`config.mk`:
```
export PLATFORM = sky130hd
export DESIGN_NAME = mcu_multicycle_ctrl
export DESIGN_NICKNAME = d
export VERILOG_FILES = /design/src/rtl/mcu_ctrl_pkg.sv /design/src/rtl/mcu_wait_timer.sv /design/src/rtl/mcu_multicycle_ctrl.sv
export SDC_FILE = /design/constraint.sdc
export NUM_CORES = 1
export LEC_CHECK = 0
export BUFFER_PORTS_ARGS = -buffer_cell sky130_fd_sc_hd__buf_4
export CORE_MARGIN = 10
export CORE_UTILIZATION = 49
export CTS_BUF_LIST = sky130_fd_sc_hd__clkbuf_8
export DETAILED_ROUTE_END_ITERATION = 10
export PLACE_DENSITY = 0.75
export SYNTH_ARGS = -nofsm -noshare
export SYNTH_HDL_FRONTEND = slang
export SYNTH_HIERARCHICAL = 1
export SYNTH_SLANG_ARGS = --single-unit
```
`constraint.sdc`:
```
create_clock -name clk -period 2 [get_ports clk]
set_input_delay 0.3 -clock clk [delete_from_list [all_inputs] [get_ports clk]]
set_output_delay 0.3 -clock clk [all_outputs]
set_load 0.005 [all_outputs]
```
`src/rtl/mcu_ctrl_pkg.sv`:
```
// Shared constants for the MCU-32X multi-cycle controller: state codes, opcodes,
// ALU operation codes and PC source selects.
package mcu_ctrl_pkg;

  typedef logic [2:0] state_t;

  localparam state_t StFetch     = 3'd0;
  localparam state_t StDecode    = 3'd1;
  localparam state_t StExecute   = 3'd2;
  localparam state_t StMemory    = 3'd3;
  localparam state_t StWriteback = 3'd4;
  localparam state_t StTrap      = 3'd5;

  localparam logic [5:0] OP_RTYPE = 6'b000000;
  localparam logic [5:0] OP_ADDI  = 6'b001000;
  localparam logic [5:0] OP_LW    = 6'b100011;
  localparam logic [5:0] OP_SW    = 6'b101011;
  localparam logic [5:0] OP_BEQ   = 6'b000100;
  localparam logic [5:0] OP_BNE   = 6'b000101;
  localparam logic [5:0] OP_J     = 6'b000010;

  localparam logic [3:0] ALU_ADD = 4'b0010;
  localparam logic [3:0] ALU_SUB = 4'b0110;

  localparam logic [1:0] PC_SRC_SEQ    = 2'b00;
  localparam logic [1:0] PC_SRC_BRANCH = 2'b01;
  localparam logic [1:0] PC_SRC_JUMP   = 2'b10;

  function automatic logic op_known(input logic [5:0] op);
    case (op)
      OP_RTYPE, OP_ADDI, OP_LW, OP_SW, OP_BEQ, OP_BNE, OP_J: op_known = 1'b1;
      default:                                              op_known = 1'b0;
    endcase
  endfunction

endpackage

```
`src/rtl/mcu_wait_timer.sv`:
```
// Bus wait-state counter: counts unacknowledged cycles and flags when the
// count reaches TIMEOUT. TIMEOUT = 0 never flags.
module mcu_wait_timer #(
  parameter int unsigned TIMEOUT = 15
) (
  input  logic clk,
  input  logic reset,
  input  logic clear,
  input  logic enable,
  input  logic ack,
  output logic timeout
);

  localparam int unsigned CntW = (TIMEOUT < 2) ? 1 : $clog2(TIMEOUT + 1);
  localparam logic [CntW-1:0] Limit = CntW'(TIMEOUT);

  logic [CntW-1:0] count_q;
  logic [CntW-1:0] count_d;

  always_comb begin
    count_d = count_q;
    if (clear) begin
      count_d = '0;
    end else if (enable && !ack && (count_q != '1)) begin
      // Saturate so a disabled timeout cannot wrap back into range.
      count_d = count_q + CntW'(1);
    end
  end

  always_ff @(posedge clk) begin
    if (reset) begin
      count_q <= '0;
    end else begin
      count_q <= count_d;
    end
  end

  assign timeout = (TIMEOUT != 0) && (count_q == Limit);

endmodule

```
`src/rtl/mcu_multicycle_ctrl.sv`:
```
// Multi-cycle control FSM for the MCU-32X core: handshaked fetch and data access
// with wait-state timeout, latched IR decode, sticky traps and retire counter.
module mcu_multicycle_ctrl
  import mcu_ctrl_pkg::*;
#(
  parameter int unsigned ALU_CTRL_W = 4,
  parameter int unsigned TIMEOUT    = 15,
  parameter int unsigned CNT_W      = 32
) (
  input  logic                  clk,
  input  logic                  reset,
  input  logic [31:0]           instruction,
  input  logic                  ifetch_ack,
  input  logic                  mem_ack,
  input  logic                  alu_zero,
  output logic                  ifetch_req,
  output logic                  ir_write,
  output logic                  pc_write,
  output logic [1:0]            pc_src,
  output logic [ALU_CTRL_W-1:0] alu_control,
  output logic                  alu_src_imm,
  output logic                  mem_read,
  output logic                  mem_write,
  output logic                  mem_to_reg,
  output logic                  reg_dst,
  output logic                  reg_write,
  output logic                  illegal_op,
  output logic                  bus_error,
  output logic [CNT_W-1:0]      instr_retired
);

  state_t           state_q, state_d;
  logic [31:0]      ir_q;
  logic [CNT_W-1:0] retired_q;
  logic             illegal_q, bus_err_q;

  logic [5:0] op;
  logic       is_lw;
  logic       retire, set_illegal, set_bus_err;
  logic       wait_state, timer_ack, timed_out;

  // Unregistered control values before the reset gate.
  logic                  ifr_c, irw_c, pcw_c, imm_c, mr_c, mw_c, m2r_c, rd_c, rw_c;
  logic [1:0]            pcs_c;
  logic [ALU_CTRL_W-1:0] alu_c;

  logic unused_ir_bits;
  assign unused_ir_bits = ^ir_q[25:ALU_CTRL_W];

  assign op    = ir_q[31:26];
  assign is_lw = (op == OP_LW);

  always_comb begin
    state_d     = state_q;
    ifr_c       = 1'b0;
    irw_c       = 1'b0;
    pcw_c       = 1'b0;
    pcs_c       = PC_SRC_SEQ;
    alu_c       = '0;
    imm_c       = 1'b0;
    mr_c        = 1'b0;
    mw_c        = 1'b0;
    m2r_c       = 1'b0;
    rd_c        = 1'b0;
    rw_c        = 1'b0;
    retire      = 1'b0;
    set_illegal = 1'b0;
    set_bus_err = 1'b0;
    wait_state  = 1'b0;
    timer_ack   = 1'b0;

    unique case (state_q)
      StFetch: begin
        ifr_c      = 1'b1;
        wait_state = 1'b1;
        timer_ack  = ifetch_ack;
        if (ifetch_ack) begin
          irw_c   = 1'b1;
          pcw_c   = 1'b1;
          pcs_c   = PC_SRC_SEQ;
          state_d = StDecode;
        end else if (timed_out) begin
          set_bus_err = 1'b1;
          state_d     = StTrap;
        end
      end

      StDecode: begin
        if (op_known(op)) begin
          state_d = StExecute;
        end else begin
          set_illegal = 1'b1;
          state_d     = StTrap;
        end
      end

      StExecute: begin
        case (op)
          OP_RTYPE: begin
            alu_c   = ir_q[ALU_CTRL_W-1:0];
            state_d = StWriteback;
          end
          OP_ADDI: begin
            alu_c   = ALU_CTRL_W'(ALU_ADD);
            imm_c   = 1'b1;
            state_d = StWriteback;
          end
          OP_LW, OP_SW: begin
            alu_c   = ALU_CTRL_W'(ALU_ADD);
            imm_c   = 1'b1;
            state_d = StMemory;
          end
          OP_BEQ, OP_BNE: begin
            alu_c   = ALU_CTRL_W'(ALU_SUB);
            pcs_c   = PC_SRC_BRANCH;
            pcw_c   = (op == OP_BEQ) ? alu_zero : !alu_zero;
            retire  = 1'b1;
            state_d = StFetch;
          end
          OP_J: begin
            pcw_c   = 1'b1;
            pcs_c   = PC_SRC_JUMP;
            retire  = 1'b1;
            state_d = StFetch;
          end
          default: begin
            set_illegal = 1'b1;
            state_d     = StTrap;
          end
        endcase
      end

      StMemory: begin
        wait_state = 1'b1;
        timer_ack  = mem_ack;
        mr_c       = is_lw;
        mw_c       = !is_lw;
        if (mem_ack) begin
          if (is_lw) begin
            state_d = StWriteback;
          end else begin
            retire  = 1'b1;
            state_d = StFetch;
          end
        end else if (timed_out) begin
          set_bus_err = 1'b1;
          state_d     = StTrap;
        end
      end

      StWriteback: begin
        rw_c    = 1'b1;
        rd_c    = (op == OP_RTYPE);
        m2r_c   = is_lw;
        retire  = 1'b1;
        state_d = StFetch;
      end

      StTrap: begin
        state_d = StTrap;
      end

      default: begin
        state_d = StFetch;
      end
    endcase
  end

  // Any state change clears the count, so each FETCH/MEMORY visit starts at zero.
  mcu_wait_timer #(
    .TIMEOUT(TIMEOUT)
  ) u_wait_timer (
    .clk    (clk),
    .reset  (reset),
    .clear  (state_d != state_q),
    .enable (wait_state),
    .ack    (timer_ack),
    .timeout(timed_out)
  );

  always_ff @(posedge clk) begin
    if (reset) begin
      state_q   <= StFetch;
      ir_q      <= '0;
      retired_q <= '0;
      illegal_q <= 1'b0;
      bus_err_q <= 1'b0;
    end else begin
      state_q <= state_d;
      if (irw_c) begin
        ir_q <= instruction;
      end
      if (retire) begin
        retired_q <= retired_q + CNT_W'(1);
      end
      if (set_illegal) begin
        illegal_q <= 1'b1;
      end
      if (set_bus_err) begin
        bus_err_q <= 1'b1;
      end
    end
  end

  // Every output reads zero for the whole reset cycle.
  always_comb begin
    ifetch_req    = 1'b0;
    ir_write      = 1'b0;
    pc_write      = 1'b0;
    pc_src        = 2'b00;
    alu_control   = '0;
    alu_src_imm   = 1'b0;
    mem_read      = 1'b0;
    mem_write     = 1'b0;
    mem_to_reg    = 1'b0;
    reg_dst       = 1'b0;
    reg_write     = 1'b0;
    illegal_op    = 1'b0;
    bus_error     = 1'b0;
    instr_retired = '0;
    if (!reset) begin
      ifetch_req    = ifr_c;
      ir_write      = irw_c;
      pc_write      = pcw_c;
      pc_src        = pcs_c;
      alu_control   = alu_c;
      alu_src_imm   = imm_c;
      mem_read      = mr_c;
      mem_write     = mw_c;
      mem_to_reg    = m2r_c;
      reg_dst       = rd_c;
      reg_write     = rw_c;
      illegal_op    = illegal_q;
      bus_error     = bus_err_q;
      instr_retired = retired_q;
    end
  end

endmodule

```
==> results by group <==
Critical path
  • Crit Reg-Reg Startpoint: state_q[2]
  • Worst-path fanout max: 6
  • CP max stage delay: 0.35 ns
  • Crit path required time: 1.70 ns
  • CP bufs+invs: 2
  • Worst Path Arrival: 1.75 ns
  • Cell Chain, Critical Path: and4b_2, or2b_1, buf_6, o21a_1, o21ai_1, buf_4
  • Setup Crit Path Kind: reg -> out
  • Delay-heaviest family, CP: simple AND/OR/NAND/NOR gates
  • Critical path capture point type: primary output
  • CP startpoint: ir_q[28]
  • Crit start category: register
  • Worst path slowest cell: dfxtp_2

Timing
  • Final period util: 102%
  • RSZ-0062 raised after global routing: true
  • Min cycle time layout: 2.05 ns
  • Max Fclk: 0.488 GHz
  • Worst Tran Pin Value: 0.497 ns
  • Relative slew slack: 66.8%
  • Final Max Tran Viols: 0
  • Final Worst Setup Slack: -0.0491 ns
  • Final setup violation count: 13
  • Layout Skew: 0.00978 ns
  • Final hold viol count: 0
  • WHS: 0.229 ns

Clock network
  • Post-cts hold buffer count: 0
  • Total CTS buffers: 5
  • Clock Latency Late Sink: 0.31 ns
  • CTS H-tree depth: 2
  • CTS Sinks: 51
  • CTS Root Cell: clkbuf_8
  • CTS tree: yes
  • Clk buf depth: 2
  • Clock slew at reported path FFs: 0.09 ns

Floorplanning
  • Core ar.: 0.00631 sq mm
  • IO Pins: 86
  • Die Area: 0.0100 sq mm
  • Rows: 29
  • Starting density of the core: 49.9%
  • Die Ht: 100 microns
  • Die X: 100 microns

Cells and area
  • Final nets: 551
  • Final Util: 71.0%
  • P&R area growth vs syn: 42.2%
  • Count of antenna diodes in the layout: 0
  • Share of post-route cells with drive strength above 1: 38.0%
  • Most common cell after layout, fill and taps aside: buf_4
  • Most frequent cells in the layout: 116 x buf_4, 47 x nand2_1, 42 x dfxtp_1, 36 x nor2b_1, 30 x a21oi_1
  • # fillers: 524

Detailed routing
  • Post-DR wirelength/cell: 15.9 microns
  • Post-DRT Antenna Nets: 0
  • Vias: 3,466
  • 1st-iter DRT viols: 97
  • Drt total wl: 9.39 mm
  • Pre-Repair DR Iteration Count: 4
  • DR DRC count: 0
  • Vias/cell: 5.87

GRT
  • Largest net degree at the start of global routing: 76
  • Number of antenna violations at the first check in global routing: 0
  • Global-route usage over all layers: 17.7%
  • First-pass GRT wire length: 15.3 mm
  • Vias in the first global route: 3,327
  • Total gr overflow: 0

Min path
  • Hold crit path type: in -> reg
  • Hold path start: instruction[26]

Power
  • Static leakage: 1.81 nW
  • Maximum vdd drop: 0.356 mV
  • PwrDens: 563 mW/mm^2

Synth
  • Mapped Nets: 446
  • Synthesized area: 0.00315 sq mm
  • Post-Syn Instances: 407
  • Yosys warnings: 6
  • Sequential share of the synthesized area: 32.4%
  • Synth async-reset ratio: 0%
  • Avg Synthesized Cell Area: 7.75 sq um
  • EDFF count, synth: 0
  • Netlist cell types: 60
  • Synthesized flop and latch total: 51
  • Most common flop cell mapped by yosys: dfxtp_1

Run
  • Max_cap viols: 0

Outcome
  • Status: finished with violations
  • Violated checks: negative setup slack

Place
  • Pre-CTS setup slack: -0.0604 ns
  • Port Buffer Count: 63
  • GP Congestion: 0.874
  • HPWL after detailed placement: 6.58 mm
## timing repair
action | 4_1_cts | 5_1_grt
pin swaps | 5 | 26
hold endpoints to repair | 0 | 0
buffers inserted | 4 | 7
cloned | 0 | 0
resized for setup | 24 | 48
setup endpoints to repair | 22 | 37
## synth_stat cells (2+ instances only)
library cell | number | area [sq um]
nor4_1 | 3 | 18.8
or3_1 | 8 | 50.1
or4_1 | 20 | 150
nand2_1 | 51 | 191
o31ai_1 | 15 | 113
xor2_1 | 5 | 43.8
and2_1 | 4 | 25.0
buf_1 | 3 | 11.3
dfxtp_1 | 51 | 1020
nand3b_1 | 3 | 22.5
o21a_1 | 2 | 15.0
nor3b_1 | 3 | 22.5
a211oi_1 | 6 | 45.0
o311ai_2 | 2 | 32.5
ha_1 | 2 | 25.0
nand2b_1 | 4 | 25.0
and4_1 | 5 | 43.8
a31oi_1 | 3 | 18.8
nor3_4 | 2 | 32.5
inv_1 | 4 | 15.0
o211ai_1 | 2 | 15.0
nand3_1 | 15 | 75.1
clkbuf_1 | 16 | 60.1
a21oi_1 | 36 | 180
and4b_1 | 2 | 20.0
a41oi_1 | 2 | 17.5
nor2_1 | 26 | 97.6
nor3_1 | 12 | 60.1
nor2b_1 | 36 | 225
and3_1 | 8 | 50.1
buf_6 | 3 | 33.8
buf_2 | 5 | 25.0
nand4_1 | 4 | 25.0
o21ai_0 | 18 | 90.1
## tightest hold or removal path: cells and delay by family
family          cells  cell delay (ns)
compound gates      1             0.05
buf+inv             1             0.11
simple gates        1             0.04
## logic make-up after synthesis
logic type / after synthesis / share of synthesized area [%]
AND/OR/NAND/NOR: 214 / 38.3
multiplexers: 2 / 0.675
AO/OA/AOI/OAI: 101 / 21.7
adder cells (fa/ha/maj): 2 / 0.794
XOR/XNOR: 5 / 1.39
buffers and inverters: 32 / 4.76
flip-flops: 51 / 32.4
## where the power goes
| part | leakage (nW) | switching (W) | internal (W) |
|---|---|---|---|
| combinational | 1.34 | 0.000369 | 0.000315 |
| clock | 0.0612 | 0.000347 | 0.000405 |
| sequential | 0.417 | 0.0000348 | 0.00105 |
| total | 1.81 | 0.000750 | 0.00177 |
## metal layers
metal / global-route usage [%] / wire length, microns / up-vias
met1: 20.3 / 3830 / 1649
met4: 6.41 / 180 / 0
met3: 4.26 / 507 / 18
li1: - / - / 1703
met2: 31.1 / 4870 / 96
met5: 0 / 0 / -
## metrics by stage
stage                      TNS, ns  instances  total power (W)  cell area [sq um]
after floorplan           -0.00245        407          0.00145               3170
after global placement      -0.116        573          0.00165               4030
after detailed placement    -0.463        573          0.00167               4030
after CTS                   -0.171        584          0.00245               4250
after global routing         -2.20        590          0.00265               4480
final                       -0.232        590          0.00252               4480
## sequential cells by signal (all words and copies together), names as in the netlist
register and flops:
retired_q 32, ir_q 10, u_wait_timer/count_q 4, state_q 3, bus_err_q 1, illegal_q 1
## final cells by class
cell class	count	area, sq um	share of cell area, %
Multi-Input combinational cell	324	2210	49.3
Sequential cell	51	1030	23.1
Timing Repair Buffer	126	1000	22.4
Tap cell	77	96.3	2.15
Clock buffer	6	82.6	1.84
Clock inverter	2	35.0	0.781
Inverter	4	18.8	0.419
## final timing paths
path | slack (ns) | cells after the start | to
hold reg to reg | 0.46 | 2 | ir_q[3]
hold / removal | 0.23 | 3 | ir_q[26]
setup reg to reg | -0.03 | 8 | retired_q[16]
setup / recovery | -0.05 | 6 | alu_control[1]
Power figures use the tool's default switching activity.
